### config.mk
export PLATFORM = sky130hd
export DESIGN_NAME = store_merge_buffer
export DESIGN_NICKNAME = d
export VERILOG_FILES = /design/src/rtl/store_merge_buffer_pkg.sv /design/src/rtl/store_merge_buffer_lane_align.sv /design/src/rtl/store_merge_buffer.sv
export SDC_FILE = /design/constraint.sdc
export NUM_CORES = 1
export LEC_CHECK = 0
export ABC_AREA = 1
export ABC_CLOCK_PERIOD_IN_PS = 9820
export CAP_MARGIN = 20
export CORE_ASPECT_RATIO = 1.75
export CORE_UTILIZATION = 60
export DETAILED_ROUTE_END_ITERATION = 8
export PLACE_DENSITY = 0.81
export SETUP_SLACK_MARGIN = 0.05
export SYNTH_ARGS = -nofsm -noshare
export SYNTH_HDL_FRONTEND = slang
export SYNTH_SLANG_ARGS = --single-unit
### constraint.sdc
create_clock -name clk -period 9.82 [get_ports clk]
set_clock_uncertainty 0.15 [all_clocks]
set_input_delay 1.964 -clock clk [delete_from_list [all_inputs] [get_ports clk]]
set_output_delay 1.964 -clock clk [all_outputs]
set_load 0.01 [all_outputs]
### src/rtl/store_merge_buffer_pkg.sv
// -----------------------------------------------------------------------------
// store_merge_buffer_pkg
// Purpose : shared types and helpers for the store merge buffer slice.
//           Defines the store-size encoding, the size -> base byte mask
//           helper and the lane-offset width helper.
// Ports   : none (package)
// -----------------------------------------------------------------------------
package store_merge_buffer_pkg;

    // Store size encoding as it arrives from the MEM stage.
    typedef enum logic [1:0] {
        SB = 2'b00,
        SH = 2'b01,
        SW = 2'b10,
        SD = 2'b11
    } store_size_t;

    // Widest data path the buffer supports, in bytes.
    localparam int MAX_STRB = 8;

    // LSB-aligned byte mask covering the bytes a store of this size touches.
    function automatic logic [MAX_STRB-1:0] sizeBaseMask(input store_size_t size);
        case (size)
            SB:      return 8'h01;
            SH:      return 8'h03;
            SW:      return 8'h0F;
            default: return 8'hFF;
        endcase
    endfunction

    // Number of address bits that select a byte lane within a DW-bit word.
    function automatic int offsetWidth(input int dw);
        return $clog2(dw / 8);
    endfunction

endpackage

### src/rtl/store_merge_buffer_lane_align.sv
// -----------------------------------------------------------------------------
// store_merge_buffer_lane_align
// Purpose : combinational lane alignment of a right-aligned store value.
//           Produces byte strobes, lane-shifted data and a misalignment flag.
// Ports   : size_i     store size (SB/SH/SW/SD)
//           addrLow_i  low three bits of the byte address
//           data_i     right-aligned store value
//           wstrb_o    byte strobes, base mask shifted by the lane offset
//           data_o     store value shifted onto its byte lanes
//           addrErr_o  misaligned store, or SD on a 32-bit data path
// -----------------------------------------------------------------------------
module store_merge_buffer_lane_align
    import store_merge_buffer_pkg::*;
#(
    parameter int DW = 32
) (
    input  logic [1:0]      size_i,
    input  logic [2:0]      addrLow_i,
    input  logic [DW-1:0]   data_i,
    output logic [DW/8-1:0] wstrb_o,
    output logic [DW-1:0]   data_o,
    output logic            addrErr_o
);

    localparam int STRB = DW / 8;
    localparam int OFFW = offsetWidth(DW);

    store_size_t           sizeE;
    logic [MAX_STRB-1:0]   baseMask;
    logic [OFFW-1:0]       laneOffset;
    logic [OFFW+2:0]       shiftBits;

    // Strobe and data both move by the byte offset inside the data word;
    // the data shift is the same offset counted in bits.
    always_comb begin
        sizeE      = store_size_t'(size_i);
        baseMask   = sizeBaseMask(sizeE);
        laneOffset = addrLow_i[OFFW-1:0];
        shiftBits  = {laneOffset, 3'b000};
        wstrb_o    = STRB'(baseMask) << laneOffset;
        data_o     = data_i << shiftBits;
        // A doubleword cannot exist on a 32-bit path even when aligned.
        case (sizeE)
            SB:      addrErr_o = 1'b0;
            SH:      addrErr_o = addrLow_i[0];
            SW:      addrErr_o = |addrLow_i[1:0];
            default: addrErr_o = (|addrLow_i) | (DW == 32);
        endcase
    end

endmodule

### src/rtl/store_merge_buffer.sv
// -----------------------------------------------------------------------------
// store_merge_buffer
// Purpose : in-order store buffer between MEM and the DCache. Stores are lane
//           aligned, checked for misalignment and queued in a DEPTH-entry
//           FIFO; a store to the same DW-aligned word as the tail entry is
//           merged into it. Loads probe the buffer for address hazards.
// Ports   : clk, resetn             clock, async active-low reset
//           enq_valid/kill/addr/size/data, enq_ready   store request from MEM
//           exc_addr_err           misaligned/illegal store (combinational)
//           deq_valid/ready/addr/data/wstrb            head entry to DCache
//           ld_valid, ld_addr, ld_hazard               load hazard probe
//           empty, full            registered occupancy status
// -----------------------------------------------------------------------------
module store_merge_buffer
    import store_merge_buffer_pkg::*;
#(
    parameter int DW    = 32,
    parameter int DEPTH = 4,
    parameter int AW    = 32
) (
    input  logic            clk,
    input  logic            resetn,
    input  logic            enq_valid,
    input  logic            enq_kill,
    input  logic [AW-1:0]   enq_addr,
    input  logic [1:0]      enq_size,
    input  logic [DW-1:0]   enq_data,
    output logic            enq_ready,
    output logic            exc_addr_err,
    output logic            deq_valid,
    input  logic            deq_ready,
    output logic [AW-1:0]   deq_addr,
    output logic [DW-1:0]   deq_data,
    output logic [DW/8-1:0] deq_wstrb,
    input  logic            ld_valid,
    input  logic [AW-1:0]   ld_addr,
    output logic            ld_hazard,
    output logic            empty,
    output logic            full
);

    localparam int STRB = DW / 8;
    localparam int PW   = $clog2(DEPTH);
    localparam int CW   = PW + 1;
    localparam logic [AW-1:0] ALIGN_MASK = ~AW'(STRB - 1);

    typedef struct packed {
        logic            valid;
        logic [AW-1:0]   addr;
        logic [DW-1:0]   data;
        logic [STRB-1:0] wstrb;
    } sb_entry_t;

    sb_entry_t       entryQ [DEPTH];
    sb_entry_t       entryD [DEPTH];
    logic [PW-1:0]   headQ, headD, tailQ, tailD, tailIdx;
    logic [CW-1:0]   countQ, countD;
    logic            fullQ, emptyQ;

    logic [STRB-1:0] alignStrb;
    logic [DW-1:0]   alignData;
    logic            alignErr;
    logic [AW-1:0]   enqWordAddr, ldWordAddr;
    logic            deqFire, mergePossible, enqFire, doMerge, doAlloc, hazardHit;

    store_merge_buffer_lane_align #(.DW(DW)) u_lane_align (
        .size_i    (enq_size),
        .addrLow_i (enq_addr[2:0]),
        .data_i    (enq_data),
        .wstrb_o   (alignStrb),
        .data_o    (alignData),
        .addrErr_o (alignErr)
    );

    assign enqWordAddr = enq_addr & ALIGN_MASK;
    assign ldWordAddr  = ld_addr & ALIGN_MASK;
    assign tailIdx     = tailQ - PW'(1);

    assign deq_valid = entryQ[headQ].valid;
    assign deq_addr  = entryQ[headQ].addr;
    assign deq_data  = entryQ[headQ].data;
    assign deq_wstrb = entryQ[headQ].wstrb;
    assign deqFire   = deq_valid & deq_ready;

    // Only the newest entry may absorb a store, which keeps drain order intact.
    // If that entry is also the one leaving this cycle the store must allocate.
    assign mergePossible = entryQ[tailIdx].valid
                         & (entryQ[tailIdx].addr == enqWordAddr)
                         & ~(deqFire & (countQ == CW'(1)));

    assign enq_ready    = mergePossible | ~fullQ | deqFire;
    assign exc_addr_err = enq_valid & alignErr;
    assign enqFire      = enq_valid & enq_ready & ~enq_kill & ~alignErr;
    assign doMerge      = enqFire & mergePossible;
    assign doAlloc      = enqFire & ~mergePossible;

    // Next FIFO state: retire the head, then merge into or append at the tail.
    // When full, an allocate lands on the slot the head vacates this cycle.
    always_comb begin
        entryD = entryQ;
        headD  = headQ;
        tailD  = tailQ;
        if (deqFire) begin
            entryD[headQ].valid = 1'b0;
            headD               = headQ + PW'(1);
        end
        if (doMerge) begin
            entryD[tailIdx].wstrb = entryQ[tailIdx].wstrb | alignStrb;
            for (int b = 0; b < STRB; b++) begin
                if (alignStrb[b]) begin
                    entryD[tailIdx].data[8*b +: 8] = alignData[8*b +: 8];
                end
            end
        end
        if (doAlloc) begin
            entryD[tailQ].valid = 1'b1;
            entryD[tailQ].addr  = enqWordAddr;
            entryD[tailQ].data  = alignData;
            entryD[tailQ].wstrb = alignStrb;
            tailD               = tailQ + PW'(1);
        end
        countD = countQ + CW'(doAlloc) - CW'(deqFire);
    end

    // The hazard CAM looks at registered entries only, so a store written
    // this cycle is invisible while the entry draining this cycle still hits.
    always_comb begin
        hazardHit = 1'b0;
        for (int i = 0; i < DEPTH; i++) begin
            if (entryQ[i].valid && (entryQ[i].addr == ldWordAddr)) begin
                hazardHit = 1'b1;
            end
        end
    end
    assign ld_hazard = ld_valid & hazardHit;

    always_ff @(posedge clk or negedge resetn) begin
        if (!resetn) begin
            for (int i = 0; i < DEPTH; i++) begin
                entryQ[i] <= '0;
            end
            headQ  <= '0;
            tailQ  <= '0;
            countQ <= '0;
            fullQ  <= 1'b0;
            emptyQ <= 1'b1;
        end else begin
            for (int i = 0; i < DEPTH; i++) begin
                entryQ[i] <= entryD[i];
            end
            headQ  <= headD;
            tailQ  <= tailD;
            countQ <= countD;
            fullQ  <= (countD == CW'(DEPTH));
            emptyQ <= (countD == '0);
        end
    end

    assign full  = fullQ;
    assign empty = emptyQ;

endmodule

==> results by group <==
Min path
  – Hold Crit Class: reg -> reg
  – Hold Path Depth: 2

Floorplanning
  – Initial Utilization: 60.9%
  – Io pins: 178
  – Die Height: 239 um
  – Die X-Extent: 137 um
  – DIE AREA: 0.0328 mm^2
  – Placeable Area: 0.0315 mm^2
  – Core Rows: 86

Logic synthesis
  – Synth Area in Adders: 1.02%
  – Simple-gate share of the synthesized area: 35.9%
  – Post-synthesis register bit count: 277
  – Compound-Gate Fraction of Synth Area: 14.8%
  – Most common cell in the netlist: nand2_1
  – Asr flop ratio synth: 100%
  – Area of the mapped netlist: 0.0192 mm^2
  – Synthesis Warnings: 0
  – Post-synth top area cell: dfrtp_1
  – Top cells by count, synth: nand2_1 (1194), o21ai_0 (386), dfrtp_1 (276)
  – Largest cells by area after synthesis: dfrtp_1 (36%), nand2_1 (23%), o21ai_0 (10%)
  – Post-synthesis sequential area ratio: 36.1%
  – Mapped Cells: 2927
  – Largest family of logic cells by synthesized area: simple AND/OR/NAND/NOR gates
  – Avg Cell Area, Syn: 6.56 um^2
  – Yosys cell types: 41
  – XOR/XNOR share of the synthesized area: 1.50%
  – Mux share of post-synthesis cell area: 3.64%
  – Share of the synthesized area in the top cell type: 36.0%
  – Ys flop type: dfrtp_1
  – EDFF count, synth: 0

Placed design
  – HPWL after DPL: 50.5 mm
  – GP Congestion: 1.05
  – Inst Count DP: 3349
  – DP Area: 0.0208 mm^2
  – # port buffers: 173

Timing
  – Endpoints failing setup: 0
  – Worst-margin pin slew: 1200 ps
  – Max-Slew Margin vs Limit: 19.0%
  – Max Transition Viols Final: 0
  – RSZ-0062 raised after global routing: false
  – Period Utilization, post-route: 71.0%
  – Final Hold Viols: 0
  – Hold_ws: 352 ps
  – Post-Route Setup TNS: 0 ps
  – Fin crit period: 6970 ps
  – Max Freq: 143 MHz

Setup path
  – Critical Path RT: 7710 ps
  – Worst r2r path cells: 17
  – Worst path arrival time: 4860 ps
  – Crit path capture type: primary output
  – Setup crit start kind: register
  – Critical path class: reg -> out
  – Worst-path maximum fanout: 39

CTS
  – CTS tree: yes
  – Worst-path clk slew: 70 ps
  – Hold_buf cts: 0
  – Num CTS Buffers: 28
  – Post-CTS Setup Bufs: 0
  – H-tree Lvls: 1
  – Clk sinks: 277
  – Clk Latency, worst-skew pair: 570 ps
  – CTS Buffer Depth: 3
  – CTS-repair resized insts: 0
  – Root buffer cell: clkbuf_16

Route
  – Wire per inst: 23.3 um
  – Via count: 21503
  – Final antenna-violating net count: 0
  – Drt pass-1 iters: 6
  – # DRC: 0
  – Via density: 6.32
  – Initial DRC count: 1975
  – Routed wire length: 79.3 mm

Final layout
  – Area grow syn2layout: 13.3%
  – Final non-filler cell area: 0.0218 mm^2
  – Nets: 3105
  – Share of cells above drive strength 1: 5.39%
  – Finished Layout Cells: 3404
  – Filler Cells Inserted: 2747

Pwr
  – Psw: 3.98 mW
  – Leakage: 10.8 nW
  – Combinational fraction of design power: 55.9%
  – Seq pwr share: 30.1%
  – Clk pwr share: 14.0%
  – Sw Ratio: 50.6%
  – Internal: 3.89 mW
  – Peak VDD IR: 0.272 mV
  – Pwr Density: 362 mW/mm^2
  – Total power: 7.87 mW

Global routing
  – Pin count of the biggest net entering global routing: 179
  – Antenna violations before repair: 2
  – Total global-route track usage: 48.9%
  – First-pass GRT wire length: 119 mm
  – Grt total ovfl: 0
  – Vias in the first global route: 19974

Outcome
  – Outcome: complete, no violations

Flow run
  – Maxcap violations: 0
## layout by cell type (no fill, tap or decap), drive strengths merged, types with 44 or more instances in the layout
cell	instances
nor2	216
o21ai	395
mux2	62
a21oi	44
dfrtp	276
inv	124
o22ai	73
nand3	256
nand2	1195
clkdlybuf4s50	172
## power groups by stage
| stage | sequential, mW | combinational (mW) | clock (mW) |
|---|---|---|---|
| after detailed placement | 2.32 | 4.16 | 0 |
| after global placement | 2.29 | 4.05 | 0 |
| after global routing | 2.41 | 4.78 | 1.14 |
| after CTS | 2.30 | 4.19 | 1.10 |
| after floorplan | 2.03 | 2.71 | 0 |
| final | 2.37 | 4.40 | 1.10 |
## stage by stage
step / setup slack (ps) / util (%)
finish: 2850 / 69.0
global route: 2780 / 69.0
CTS: 3060 / 69.0
detailed placement: 3080 / 66.1
global placement: 3090 / 65.8
floorplan: 4680 / -
## critical path, cell delays in order, from the launching register on
cell             delay, ps
dfrtp_2                410
inv_2                  530
ha_1                   390
inv_4                  440
nand3_1                190
nand3_1                420
nand2_1                100
nor2_1                 360
nand2_1                 90
nor2_1                 110
nand2_1                160
inv_2                  110
nand2_4                110
nand2_1                240
clkdlybuf4s50_1        590
## registers in the layout, summed over array words and instances (netlist names)
name,cells
countQ,3
empty,1
entryQ,268
full,1
headQ,2
tailQ,2
## kinds of logic (layout without fill, tap and decap cells)
logic type / after synthesis / count (layout)
muxes: 62 / 62
other: 1 / 3
xor gates and xnor gates: 33 / 33
DFF: 277 / 277
and+or+nand+nor: 1708 / 1708
AOI/OAI and AO/OA: 534 / 534
adders and majority gates: 15 / 15
buffers and inverters: 297 / 376
## layer usage
layer	GRT usage [%]	vias up	share of wire, %
met2	76.1	1476	46
li1	-	9694	-
met1	52.8	9872	32
met4	47.7	2	11
met5	0	-	0.014
met3	12.8	459	11
## path summary, 6_finish.rpt
path | from | to | slack, ps
min in group asynchronous | resetn | entryQ[125] | 1240
max in group asynchronous | resetn | entryQ[227] | 6700
max reg2reg | tailQ[0] | entryQ[11] | 4220
min | entryQ[8] | entryQ[8] | 350
max | tailQ[0] | enq_ready | 2850
min reg2reg | entryQ[8] | entryQ[8] | 350
## final cells by class
type | count | area (um^2) | share of cell area [%]
Tap cell | 396 | 495 | 2.28
Timing Repair Buffer | 198 | 1980 | 9.10
Sequential cell | 277 | 6940 | 31.9
Antenna cell | 1 | 2.50 | 0.0115
Clock buffer | 43 | 818 | 3.76
Multi-Input combinational cell | 2354 | 11000 | 50.3
Inverter | 127 | 483 | 2.22
Clock inverter | 8 | 95.1 | 0.437
Power figures use the tool's default switching activity.
